**src/rtl/uart_host_bridge.sv**
```systemverilog
// uart_host_bridge: host-side byte FIFOs in front of a UART load/ready handshake.
// Latency: TX push to uart_tx_load 2 cycles; RX byte captured the cycle uart_rx_ready is seen.
// Backpressure: host_tx_ready low while TX FIFO full; RX bytes stay in the UART while RX FIFO full.
// Optional macro UART_BRIDGE_PARITY_TAG_EN: tags each RX entry with uart_parity, exposed as host_rx_perr.

module bridge_fifo #(
    parameter int W  = 8,
    parameter int AW = 4
) (
    input  logic          clk,
    input  logic          rst,
    input  logic          wr_vld,
    input  logic [W-1:0]  wr_dat,
    input  logic          rd_pop,
    output logic [W-1:0]  rd_dat,
    output logic          full,
    output logic          empty,
    output logic [AW:0]   count
);
    logic [W-1:0] mem [2**AW];
    logic [AW:0]  wr_ptr;
    logic [AW:0]  rd_ptr;
    logic         do_wr;
    logic         do_rd;

    // Pointers carry one extra wrap bit so full and empty are distinguishable.
    assign full   = (wr_ptr[AW] != rd_ptr[AW]) && (wr_ptr[AW-1:0] == rd_ptr[AW-1:0]);
    assign empty  = (wr_ptr == rd_ptr);
    assign count  = wr_ptr - rd_ptr;
    assign do_wr  = wr_vld && !full;
    assign do_rd  = rd_pop && !empty;
    assign rd_dat = mem[rd_ptr[AW-1:0]];

    always_ff @(posedge clk) begin
        if (rst) begin
            wr_ptr <= '0;
            rd_ptr <= '0;
        end else begin
            if (do_wr) wr_ptr <= wr_ptr + (AW+1)'(1);
            if (do_rd) rd_ptr <= rd_ptr + (AW+1)'(1);
        end
    end

    always_ff @(posedge clk) begin
        if (do_wr) mem[wr_ptr[AW-1:0]] <= wr_dat;
    end
endmodule

module uart_host_bridge #(
    parameter int TX_AW = 4,
    parameter int RX_AW = 4
) (
    input  logic             clk,
    input  logic             rst,
    input  logic [7:0]       host_tx_data,
    input  logic             host_tx_valid,
    output logic             host_tx_ready,
    output logic [7:0]       host_rx_data,
    output logic             host_rx_valid,
`ifdef UART_BRIDGE_PARITY_TAG_EN
    output logic             host_rx_perr,
`endif
    input  logic             host_rx_pop,
    output logic [TX_AW:0]   tx_count,
    output logic [RX_AW:0]   rx_count,
    output logic [2:0]       err_status,
    input  logic             err_clear,
    output logic [7:0]       uart_tx_data,
    output logic             uart_tx_load,
    input  logic             uart_tx_ready,
    input  logic [7:0]       uart_rx_data,
    input  logic             uart_rx_ready,
    output logic             uart_rx_read,
    input  logic             uart_overrun,
    input  logic             uart_framing,
    input  logic             uart_parity
);
`ifdef UART_BRIDGE_PARITY_TAG_EN
    localparam int RXW = 9;
`else
    localparam int RXW = 8;
`endif

    typedef enum logic [1:0] {TX_IDLE, TX_LOAD, TX_WAIT} tx_state_t;
    typedef enum logic       {RX_IDLE, RX_ACK} rx_state_t;

    tx_state_t        tx_state;
    tx_state_t        tx_next;
    rx_state_t        rx_state;
    rx_state_t        rx_next;
    logic             tx_pop;
    logic             tx_full;
    logic             tx_empty;
    logic [7:0]       tx_head;
    logic             rx_wr;
    logic             rx_full;
    logic             rx_empty;
    logic [RXW-1:0]   rx_wr_dat;
    logic [RXW-1:0]   rx_head;

    bridge_fifo #(.W(8), .AW(TX_AW)) u_tx_fifo (
        .clk    (clk),
        .rst    (rst),
        .wr_vld (host_tx_valid),
        .wr_dat (host_tx_data),
        .rd_pop (tx_pop),
        .rd_dat (tx_head),
        .full   (tx_full),
        .empty  (tx_empty),
        .count  (tx_count)
    );

`ifdef UART_BRIDGE_PARITY_TAG_EN
    assign rx_wr_dat    = {uart_parity, uart_rx_data};
    assign host_rx_perr = rx_head[8];
`else
    assign rx_wr_dat    = uart_rx_data;
`endif

    bridge_fifo #(.W(RXW), .AW(RX_AW)) u_rx_fifo (
        .clk    (clk),
        .rst    (rst),
        .wr_vld (rx_wr),
        .wr_dat (rx_wr_dat),
        .rd_pop (host_rx_pop),
        .rd_dat (rx_head),
        .full   (rx_full),
        .empty  (rx_empty),
        .count  (rx_count)
    );

    assign host_tx_ready = !tx_full;
    assign host_rx_valid = !rx_empty;
    assign host_rx_data  = rx_head[7:0];

    // TX: one load pulse per popped byte, then wait for the UART to come ready again.
    always_comb begin
        tx_next = tx_state;
        tx_pop  = 1'b0;
        case (tx_state)
            TX_IDLE: begin
                if (!tx_empty && uart_tx_ready) begin
                    tx_next = TX_LOAD;
                    tx_pop  = 1'b1;
                end
            end
            TX_LOAD: tx_next = TX_WAIT;
            TX_WAIT: if (uart_tx_ready) tx_next = TX_IDLE;
            default: tx_next = TX_IDLE;
        endcase
    end

    always_ff @(posedge clk) begin
        if (rst) begin
            tx_state     <= TX_IDLE;
            uart_tx_data <= 8'h00;
        end else begin
            tx_state <= tx_next;
            if (tx_pop) uart_tx_data <= tx_head;
        end
    end

    assign uart_tx_load = (tx_state == TX_LOAD);

    // RX: capture only when there is room, so a full FIFO leaves the byte in the UART.
    always_comb begin
        rx_next = rx_state;
        rx_wr   = 1'b0;
        case (rx_state)
            RX_IDLE: begin
                if (uart_rx_ready && !rx_full) begin
                    rx_next = RX_ACK;
                    rx_wr   = 1'b1;
                end
            end
            RX_ACK:  rx_next = RX_IDLE;
            default: rx_next = RX_IDLE;
        endcase
    end

    always_ff @(posedge clk) begin
        if (rst) rx_state <= RX_IDLE;
        else     rx_state <= rx_next;
    end

    assign uart_rx_read = (rx_state == RX_ACK);

    // Sticky flags; a flag present in the clear cycle survives the clear.
    always_ff @(posedge clk) begin
        if (rst) err_status <= 3'b000;
        else     err_status <= (err_status & {3{~err_clear}})
                              | {uart_overrun, uart_framing, uart_parity};
    end
endmodule

```
**config.mk**
```make
export PLATFORM = sky130hd
export DESIGN_NAME = uart_host_bridge
export DESIGN_NICKNAME = d
export VERILOG_FILES = /design/src/rtl/uart_host_bridge.sv
export SDC_FILE = /design/constraint.sdc
export NUM_CORES = 1
export LEC_CHECK = 0
export BUFFER_PORTS_ARGS = -buffer_cell sky130_fd_sc_hd__buf_2
export CAP_MARGIN = 10
export CORE_MARGIN = 3
export CORE_UTILIZATION = 42
export DETAILED_ROUTE_END_ITERATION = 6
export GPL_TIMING_DRIVEN = 0
export PLACE_DENSITY = 0.66
export SLEW_MARGIN = 20
export SYNTH_ARGS = -nofsm -noshare
export SYNTH_HDL_FRONTEND = slang
export SYNTH_SLANG_ARGS = --single-unit
```
**constraint.sdc**
```tcl
create_clock -name clk -period 2.9 [get_ports clk]
set_clock_uncertainty 0.05 [all_clocks]
set_input_delay 0.435 -clock clk [delete_from_list [all_inputs] [get_ports clk]]
set_output_delay 0.435 -clock clk [all_outputs]
set_load 0.03 [all_outputs]
```
==> metrics.md, run 1 <==
| Metric | Value |
|---|---|
| Status | `complete, no violations` |
| Main area contributors after synthesis | `sky130_fd_sc_hd__edfxtp_1, sky130_fd_sc_hd__mux4_2, sky130_fd_sc_hd__dfxtp_1` |
| Number of H-tree levels | `1` |
| CTS Buf Count | `30` |
| Most frequent cell on the critical path | `sky130_fd_sc_hd__mux4_2` |
| Layout overhead on the synthesized area | `17.7%` |
| Number of I/O pins | `59` |
| Relative slew slack | `0.359` |
| CTS Sinks | `294` |
| Maximum number of pins on one net before global-route repair | `20` |
| Final critical path time including I/O delays and setup | `2.88 ns` |
| Row Count | `60` |
| Final hold violation count | `0` |
| Cell-by-cell trace of the critical path | `buf_12 -> clkbuf_16 -> mux4_2 -> mux4_2 -> buf_6` |
| Setup repair after global routing missed its margin | `yes` |
| Antenna violation net count after detailed routing | `0` |
| Buffers on Ports | `57` |
| CP startpoint kind | `flop` |
| Worst skew pair latency | `0.55 ns` |
| Switching fraction of total power | `0.246` |
| Destination of the worst register-to-register timing path | `u_tx_fifo.mem[13][0]` |
| Detail-routed via count per cell | `5.35` |
| Sw Pwr | `2470 µW` |
| FILL cells | `2246` |
| Register bit total from synthesis | `294` |
| Number of failing setup endpoints in the final timing report | `0` |
| Worst path arrival time | `2.39 ns` |
| Combinational group share of total power | `0.159` |
| R2R Setup Slk | `0.11 ns` |
| Via count of the routed design | `6229` |
| Max-cap violations | `0` |
| First-pass GRT wire length | `37100 µm` |
| Cells after Synth | `665` |
| Internal power consumption | `7600 µW` |
| Fraction of power consumed by the clock network | `0.368` |
| Number of distinct library cells after synthesis | `41` |
| Startpoint of the worst-slack reg-to-reg timing path | `u_tx_fifo.rd_ptr[3]` |
| Worst Reg2Reg Path Length in Cells | `7` |
| Area leader, netlist | `sky130_fd_sc_hd__edfxtp_1` |
| DP Wirelength | `15500 µm` |
| Class of the tightest hold or removal check | `in2reg` |
| Hold-fix buffer count after cts | `0` |
| Count of warnings emitted by yosys | `0` |
| Number of enable flip-flop cells after synthesis | `256` |
| Mean instance size in the synthesized netlist | `17.8 µm²` |
| Final wirelength | `24100 µm` |
| GP Congestion | `0.789` |
| Crit end category | `output pin` |
| Instance count after placement with tap cells included | `1094` |
| Final number of max-transition violations | `0` |
| Final layout net count | `815` |
| Dominant register cell in the synthesized netlist | `sky130_fd_sc_hd__edfxtp_1` |
| Global-route usage over all layers | `0.158` |
| Power density of the placed cells | `725 nW/µm²` |
| Initial standard-cell utilization of the core | `0.432` |
| Number of global-route vias before repair | `6226` |
| Most common cell after layout, fill and taps aside | `sky130_fd_sc_hd__edfxtp_1` |
| Worst Max-Slew Pin Slew | `0.958 ns` |
| Share of the clock period used by the worst path | `0.993` |
| Worst path required time | `2.41 ns` |
| Post-route setup TNS | `0 ns` |
| Final cell count without fillers | `1165` |
| Fraction of final layout cells with drive strength greater than 1 | `0.260` |
| Clock input transition at the sequential cells of the worst setup and hold paths | `0.06 ns` |
| Crit-path max cell delay | `0.54 ns` |
| 1st-iter DRT viols | `544` |
| Cell at the slowest stage of the critical path | `sky130_fd_sc_hd__mux4_2` |
| TritonCTS clock tree | `built` |
| Die Footprint | `30200 µm²` |
| Grt ovf | `0` |
| Total core area | `27300 µm²` |
| Timing-limited maximum frequency | `347 MHz` |
| Maximum fanout along the worst path | `7` |
| Hold path cells | `3` |
| Worst IR drop on VDD | `0.613 mV` |
| Sequential power share | `0.472` |
| Number of remaining DRC errors | `0` |
| Clock Root Buffer | `sky130_fd_sc_hd__clkbuf_16` |
| Routed wire length per instance | `20.7 µm` |
| Endpoint with the worst hold slack | `err_status[0]` |
| Antenna violations before repair | `0` |
| Sequential fraction of the synthesis area | `0.715` |
| Syn nets | `711` |
| Area share of the largest cell type after synthesis | `0.651` |
| Number of iterations in the first detailed-routing pass | `5` |
| Post-synth ARST share | `0` |
| Mapped cell area | `11800 µm²` |
| Static leakage power | `0.00453 µW` |
| ANT cells | `0` |
| Hold_sp | `uart_parity` |
| Die Width | `174 µm` |
| DIE HEIGHT | `174 µm` |
| Kind of critical path | `reg2out` |
| Number of buffers on the longest clock path | `3` |
| Top library cells by usage in the layout, fill and taps aside | `sky130_fd_sc_hd__edfxtp_1, sky130_fd_sc_hd__nor2_1, sky130_fd_sc_hd__mux2i_1, sky130_fd_sc_hd__buf_2, sky130_fd_sc_hd__mux4_2` |
power groups by stage:
stage	logic [µW]	registers [µW]	clock network, µW
final	1610	4760	3710
after global routing	1720	4770	3970
after CTS	1480	4750	3780
after detailed placement	1400	4840	0
after global placement	1380	4840	0
after floorplan	948	4890	0
registers in the layout (all words and copies together), names as in the netlist, named ones only:
signal / cells
err_status: 3
u_rx_fifo.rd_ptr: 5
uart_rx_read: 1
tx_state: 2
u_tx_fifo.rd_ptr: 5
u_tx_fifo.mem: 128
uart_tx_data: 8
u_rx_fifo.wr_ptr: 5
u_rx_fifo.mem: 128
u_tx_fifo.wr_ptr: 5
area by class of cell:
type / instances / area, µm² / area share
Buffer: 30 / 255 / 0.0184
Clock buffer: 46 / 851 / 0.0612
Clock inverter: 10 / 111 / 0.00801
Inverter: 18 / 67.6 / 0.00486
Multi-Input combinational cell: 321 / 3170 / 0.228
Sequential cell: 294 / 8450 / 0.608
Tap cell: 372 / 465 / 0.0335
Timing Repair Buffer: 74 / 536 / 0.0385
logic make-up (layout without fill, tap and decap cells):
logic type,count (synthesis),after routing,share of synthesized area
adder cells (fa/ha/maj),20,20,0.0225
AND/OR/NAND/NOR,107,107,0.0410
flip-flops,294,294,0.715
multiplexers,100,100,0.140
XOR/XNOR,22,22,0.0163
buffers and inverters,50,178,0.0239
AO/OA/AOI/OAI,72,72,0.0409
layer usage:
layer,GRT usage,up-vias,wire [µm]
met2,0.254,190,11600
met3,0.0237,31,1370
met5,0,-,0
met4,0.0338,0,398
met1,0.230,3178,10700
li1,-,2830,-
critical path, delay by kind of cell, from the launching register on:
kind                   cells  cell delay [ns]
muxes                      2             1.03
DFF                        1             0.34
buffers and inverters      3             0.47
worst max-delay path by stage:
stage / start / end / slack, ns
after CTS: flop / host_rx_data[7] / 0.003
after global routing: flop / host_rx_data[7] / -0.03
after global placement: u_tx_fifo.rd_ptr[1] / u_tx_fifo.mem[1][0] / -0.77
after detailed placement: u_tx_fifo.rd_ptr[1] / u_tx_fifo.mem[2][6] / -0.69
after floorplan: u_tx_fifo.rd_ptr[1] / u_tx_fifo.mem[1][0] / 0.05
final: flop / host_rx_data[1] / 0.02
what timing repair did:
item                       CTS  global route
setup endpoints to repair  142           124
buffers inserted             3            11
pin swaps                    2             2
cloned                       0             3
resized for setup           51            24
hold endpoints to repair     0             0
cells in the mapped netlist (6+ instances only):
cell type	n
sky130_fd_sc_hd__edfxtp_1	256
sky130_fd_sc_hd__nor2_1	63
sky130_fd_sc_hd__mux2i_1	52
sky130_fd_sc_hd__dfxtp_1	38
sky130_fd_sc_hd__mux4_2	34
sky130_fd_sc_hd__ha_1	18
sky130_fd_sc_hd__inv_1	18
sky130_fd_sc_hd__o22ai_1	16
sky130_fd_sc_hd__mux4_1	14
sky130_fd_sc_hd__a21oi_1	12
sky130_fd_sc_hd__xnor2_1	12
sky130_fd_sc_hd__clkbuf_1	11
sky130_fd_sc_hd__o21ai_0	10
sky130_fd_sc_hd__xor2_1	10
sky130_fd_sc_hd__buf_4	9
sky130_fd_sc_hd__a221oi_1	8
sky130_fd_sc_hd__a311oi_1	8
sky130_fd_sc_hd__nand2_1	8
sky130_fd_sc_hd__nor3_1	8
sky130_fd_sc_hd__buf_2	6
sky130_fd_sc_hd__o211ai_1	6
metrics by stage:
stage	setup slack (ns)	area, µm²	utilization	hold WS [ns]	power (µW)
2_1_floorplan	0.0507	11800	-	0.431	5840
3_3_place_gp	-0.770	12600	0.460	0.413	6230
3_5_place_dp	-0.693	12600	0.461	0.425	6250
4_1_cts	0.00257	13700	0.501	0.0187	10000
5_1_grt	-0.0262	13900	0.509	0.0312	10500
6_report	0.0216	13900	0.509	0.0405	10100
(Power assumes the default switching activity.)
==> run 2, diff against run 1 <==
Settings changed: MAX_ROUTING_LAYER set to met4.
==> run 2 against run 1 <==
Via count is 0.31% lower. Cell area barely moved. Clock-buffer cell count unchanged. Sequential share of layout area hardly changed. Non-clock buffer count unchanged. Utilization about the same. Worst hold slack gained 0.0017 ns. Total power decreased by 0.11%. Critical endpoint unchanged. Largest power group unchanged.
==> metrics.md, run 2 (same netlist as run 1, synthesis figures left out) <==
| Metric | Value |
|---|---|
| Timing-limited maximum frequency | `348 MHz` |
| Worst IR drop on VDD | `0.612 mV` |
| Row Count | `60` |
| Total core area | `27300 µm²` |
| DP Wirelength | `15500 µm` |
| Die Width | `174 µm` |
| Final layout net count | `815` |
| Relative slew slack | `0.379` |
| Hold path cells | `3` |
| Most frequent cell on the critical path | `sky130_fd_sc_hd__mux4_2` |
| Maximum number of pins on one net before global-route repair | `20` |
| CTS Sinks | `294` |
| Final number of max-transition violations | `0` |
| Top library cells by usage in the layout, fill and taps aside | `sky130_fd_sc_hd__edfxtp_1, sky130_fd_sc_hd__nor2_1, sky130_fd_sc_hd__mux2i_1, sky130_fd_sc_hd__buf_2, sky130_fd_sc_hd__mux4_2` |
| Final wirelength | `23900 µm` |
| Routed wire length per instance | `20.5 µm` |
| Final critical path time including I/O delays and setup | `2.87 ns` |
| Number of remaining DRC errors | `0` |
| Status | `complete, no violations` |
| Grt ovf | `0` |
| 1st-iter DRT viols | `545` |
| Max-cap violations | `0` |
| Kind of critical path | `reg2out` |
| Most common cell after layout, fill and taps aside | `sky130_fd_sc_hd__edfxtp_1` |
| Number of failing setup endpoints in the final timing report | `0` |
| Post-route setup TNS | `0 ns` |
| GP Congestion | `0.800` |
| Worst path required time | `2.41 ns` |
| Final hold slack | `0.0422 ns` |
| ANT cells | `0` |
| Setup repair after global routing missed its margin | `yes` |
| Initial standard-cell utilization of the core | `0.432` |
| Worst skew pair latency | `0.55 ns` |
| First-pass GRT wire length | `37200 µm` |
| Number of I/O pins | `59` |
| Antenna violation net count after detailed routing | `0` |
| Number of buffers on the longest clock path | `3` |
| Crit-path max cell delay | `0.54 ns` |
| Class of the tightest hold or removal check | `in2reg` |
| Global-route usage over all layers | `0.163` |
| Fin util | `0.509` |
| Share of the clock period used by the worst path | `0.991` |
| Antenna violations before repair | `0` |
| Number of iterations in the first detailed-routing pass | `6` |
| Via count of the routed design | `6210` |
| Number of H-tree levels | `1` |
| Crit end category | `output pin` |
| CP startpoint kind | `flop` |
| CTS Buf Count | `30` |
| Fraction of final layout cells with drive strength greater than 1 | `0.260` |
| Detail-routed via count per cell | `5.33` |
| TritonCTS clock tree | `built` |
| Worst path arrival time | `2.39 ns` |
| Cell-by-cell trace of the critical path | `buf_12 -> clkbuf_16 -> mux4_2 -> mux4_2 -> buf_6` |
| Worst Max-Slew Pin Slew | `0.929 ns` |
| Clock Root Buffer | `sky130_fd_sc_hd__clkbuf_16` |
| DIE HEIGHT | `174 µm` |
| Cell at the slowest stage of the critical path | `sky130_fd_sc_hd__mux4_2` |
| Clock input transition at the sequential cells of the worst setup and hold paths | `0.06 ns` |
| Buffers on Ports | `57` |
| Worst Reg2Reg Path Length in Cells | `7` |
| Number of global-route vias before repair | `6207` |
| Static leakage power | `0.00452 µW` |
| Maximum fanout along the worst path | `7` |
| Layout overhead on the synthesized area | `17.7%` |
| Final hold violation count | `0` |
| Power density of the placed cells | `724 nW/µm²` |
| Die Footprint | `30200 µm²` |
==> run 2: cell types whose count changed in the layout (fill, tap and decap cells not counted), sizes merged <==
cell,change
buf,-1
clkbuf,+1
==> run 2: cell type report <==
| type | count | area [µm²] |
|---|---|---|
| well taps | 372 | 465 |
| clock inverters | 10 | 111 |
| inverters | 18 | 67.6 |
| repair buffers | 74 | 536 |
| multi-input cells | 321 | 3160 |
| fillers | 2249 | 13400 |
| flip-flops and latches | 294 | 8450 |
| clock buffers | 46 | 851 |
| plain buffers | 30 | 258 |
==> run 2: power breakdown <==
| part | total [µW] | switching (µW) | internal, µW |
|---|---|---|---|
| Sequential | 4760 | 60.9 | 4700 |
| Clock | 3700 | 1510 | 2190 |
| Combinational | 1600 | 890 | 714 |
| Total | 10100 | 2460 | 7600 |
==> run 2: final timing paths <==
| kind | from | end | slack [ns] |
|---|---|---|---|
| worst max-delay path | flop | host_rx_data[1] | 0.03 |
| worst min register to register | err_status[1] | err_status[1] | 0.44 |
| worst min-delay path | uart_parity | err_status[0] | 0.04 |
| worst max register to register | u_tx_fifo.rd_ptr[3] | u_tx_fifo.mem[13][0] | 0.06 |
==> run 2: through the flow <==
stage                     instance area (µm²)  cells  total power [µW]  setup WS [ns]
after floorplan                         11800    665              5840         0.0507
after global placement                  12600   1094              6230         -0.770
after detailed placement                12600   1094              6250         -0.693
after CTS                               13700   1151             10000        0.00257
after global routing                    13900   1165             10500        -0.0262
final                                   13900   1165             10100         0.0263
==> run 2: critical path: cells and delay by family, from the launching register on <==
kind	cells	cell delay, ns
multiplexers	2	1.03
buffers and inverters	3	0.47
flip-flops	1	0.34
==> run 2: repair_timing <==
action	CTS	global route
setup buffers	3	11
gates cloned	0	3
hold buffers	0	0
pin swaps	2	2
resized for setup	51	24
endpoints found under the setup margin	142	124
==> run 2: routing by layer <==
| layer | up-vias | part of all wire | GRT usage |
|---|---|---|---|
| met5 | - | 0 | - |
| met2 | 183 | 0.48 | 0.253 |
| met4 | 0 | 0.017 | 0.0338 |
| met1 | 3158 | 0.45 | 0.232 |
| met3 | 34 | 0.050 | 0.0228 |
| li1 | 2835 | - | - |
==> run 3, diff against run 2 <==
Settings changed: PLACE_DENSITY 0.66 to 0.64.
Clock period 2.9 ns to 2.7 ns, I/O delays scaled along.
==> run 3 against run 2 <==
The run now ends with negative setup slack left. Sequential power grew 7.6%. First-iteration DRC count up 20%. Combinational power is 15% higher. Largest power group unchanged.
==> metrics.md, run 3 (same netlist as run 1, synthesis figures left out) <==
| Metric | Value |
|---|---|
| Violations in the final reports | `negative setup slack` |
| Antenna violation net count after detailed routing | `0` |
| Number of iterations in the first detailed-routing pass | `5` |
| 1st-iter DRT viols | `656` |
| Instance count after placement with tap cells included | `1094` |
| Maximum number of pins on one net before global-route repair | `19` |
| Final critical path time including I/O delays and setup | `2.86 ns` |
| Most common cell after layout, fill and taps aside | `sky130_fd_sc_hd__edfxtp_1` |
| Setup repair after global routing missed its margin | `yes` |
| Relative slew slack | `0.429` |
| Top library cells by usage in the layout, fill and taps aside | `sky130_fd_sc_hd__edfxtp_1, sky130_fd_sc_hd__mux2i_1, sky130_fd_sc_hd__buf_2, sky130_fd_sc_hd__mux4_2, sky130_fd_sc_hd__nor2_1` |
| Class of the tightest hold or removal check | `in2reg` |
| Worst skew pair latency | `0.57 ns` |
| Row Count | `60` |
| Antenna violations before repair | `0` |
| Die Width | `174 µm` |
| Share of the clock period used by the worst path | `1.06` |
| Wire length the detailed router placed on met1 | `10900 µm` |
| Sequential cell area | `8470 µm²` |
| Detail-routed via count per cell | `5.40` |
| Final cell count without fillers | `1173` |
| Max-cap violations | `0` |
| Clock Root Buffer | `sky130_fd_sc_hd__clkbuf_16` |
| DP Wirelength | `16100 µm` |
| TritonCTS clock tree | `built` |
| Total core area | `27300 µm²` |
| Grt ovf | `0` |
| DIE HEIGHT | `174 µm` |
| Kind of critical path | `reg2out` |
| Power density of the placed cells | `773 nW/µm²` |
| First-pass GRT wire length | `38700 µm` |
| Post-route setup slack | `-0.158 ns` |
| Met3 wire length | `1440 µm` |
| Maximum fanout along the worst path | `7` |
| Worst path required time | `2.25 ns` |
| Combined area of the multi-input logic cells | `3320 µm²` |
| FILL cells | `2197` |
| Die Footprint | `30200 µm²` |
| Clock input transition at the sequential cells of the worst setup and hold paths | `0.06 ns` |
| Number of I/O pins | `59` |
| Routed wire length per instance | `21.5 µm` |
| Total met2 wirelength after detailed routing | `12400 µm` |
| CTS Buf Count | `30` |
| Post-layout power | `11000 µW` |
| Final layout net count | `823` |
| Layout overhead on the synthesized area | `20.4%` |
| Final number of max-transition violations | `0` |
| Final wirelength | `25200 µm` |
| Static leakage power | `0.00457 µW` |
| CP startpoint kind | `flop` |
| Top routing layer in use | `met4` |
| ANT cells | `0` |
| CTS Sinks | `294` |
| Fraction of final layout cells with drive strength greater than 1 | `0.316` |
| Final hold violation count | `0` |
| Number of failing setup endpoints in the final timing report | `8` |
| Buffers on Ports | `57` |
| Worst Max-Slew Pin Slew | `0.853 ns` |
| Worst IR drop on VDD | `0.608 mV` |
| GP Congestion | `0.845` |
| Number of remaining DRC errors | `0` |
| Initial standard-cell utilization of the core | `0.432` |
| Crit end category | `output pin` |
| Global-route usage over all layers | `0.169` |
| Via count of the routed design | `6335` |
| Timing-limited maximum frequency | `350 MHz` |
| Status | `complete, but fails checks` |
| Worst path arrival time | `2.40 ns` |
| Number of global-route vias before repair | `6664` |
| Number of buffers on the longest clock path | `3` |
| Number of H-tree levels | `1` |
[run 3: cell types whose count changed in the layout (fill, tap and decap cells not counted), moves of 4 or more]
cell                       change
sky130_fd_sc_hd__nor2_1       -13
sky130_fd_sc_hd__nor2_2       +10
sky130_fd_sc_hd__clkbuf_1      -8
sky130_fd_sc_hd__clkinv_2      +7
sky130_fd_sc_hd__ha_1          -6
sky130_fd_sc_hd__ha_4          +6
sky130_fd_sc_hd__buf_12        +4
sky130_fd_sc_hd__dfxtp_4       +4
sky130_fd_sc_hd__nor3_2        -4
sky130_fd_sc_hd__nor3_4        +4
[run 3: path summary, 6_finish.rpt]
kind	start	endpoint	slack, ns	cells past startpoint
hold reg to reg	err_status[1]	err_status[1]	0.43	2
hold / removal	uart_parity	err_status[0]	0.04	3
setup / recovery	flop	host_rx_data[7]	-0.16	5
setup reg to reg	u_rx_fifo.wr_ptr[1]	u_rx_fifo.mem[10][3]	0.14	5
[run 3: area by class of cell]
type,count,share of cell area
repair buffers,82,0.0459
plain buffers,30,0.0187
flip-flops and latches,294,0.596
clock inverters,19,0.0112
clock buffers,37,0.0576
inverters,18,0.00493
multi-input cells,321,0.233
well taps,372,0.0327
[run 3: routing by layer]
metal  vias to the layer above  GRT usage
met2                       177      0.274
li1                       2842          -
met4                         0     0.0429
met5                         -          -
met1                      3279      0.225
met3                        37     0.0280
[run 3: power by group]
part           switching (µW)  total (µW)  internal (µW)
clock network            1680        4020           2340
registers                76.2        5120           5050
logic                    1000        1840            839
total                    2760       11000           8230
[run 3: per-stage QoR]
stage | utilization | setup TNS (ns) | setup slack (ns) | hold slack [ns] | instance area (µm²)
5_1_grt | 0.520 | -3.54 | -0.220 | 0.0268 | 14200
3_3_place_gp | 0.460 | -79.82 | -0.612 | 0.409 | 12600
3_5_place_dp | 0.461 | -79.68 | -0.702 | 0.419 | 12600
6_report | 0.520 | -1.08 | -0.158 | 0.0362 | 14200
4_1_cts | 0.513 | -1.61 | -0.202 | 0.0000847 | 14000
2_1_floorplan | - | 0 | 0.0639 | 0.431 | 11800
[run 3: repair_timing]
item | CTS | global route
endpoints found under the hold margin | 2 | 0
cloned | 1 | 2
pin swaps | 12 | 8
hold buffers | 2 | 0
gates resized for setup | 94 | 28
buffers inserted | 17 | 3
endpoints found under the setup margin | 205 | 135
[run 3: worst max-delay path: stages (launching register included)]
cell and delay [ns]:
sky130_fd_sc_hd__dfxtp_2 0.34, sky130_fd_sc_hd__buf_12 0.16, sky130_fd_sc_hd__clkbuf_16 0.17, sky130_fd_sc_hd__mux4_2 0.51, sky130_fd_sc_hd__mux4_2 0.50, sky130_fd_sc_hd__buf_6 0.16
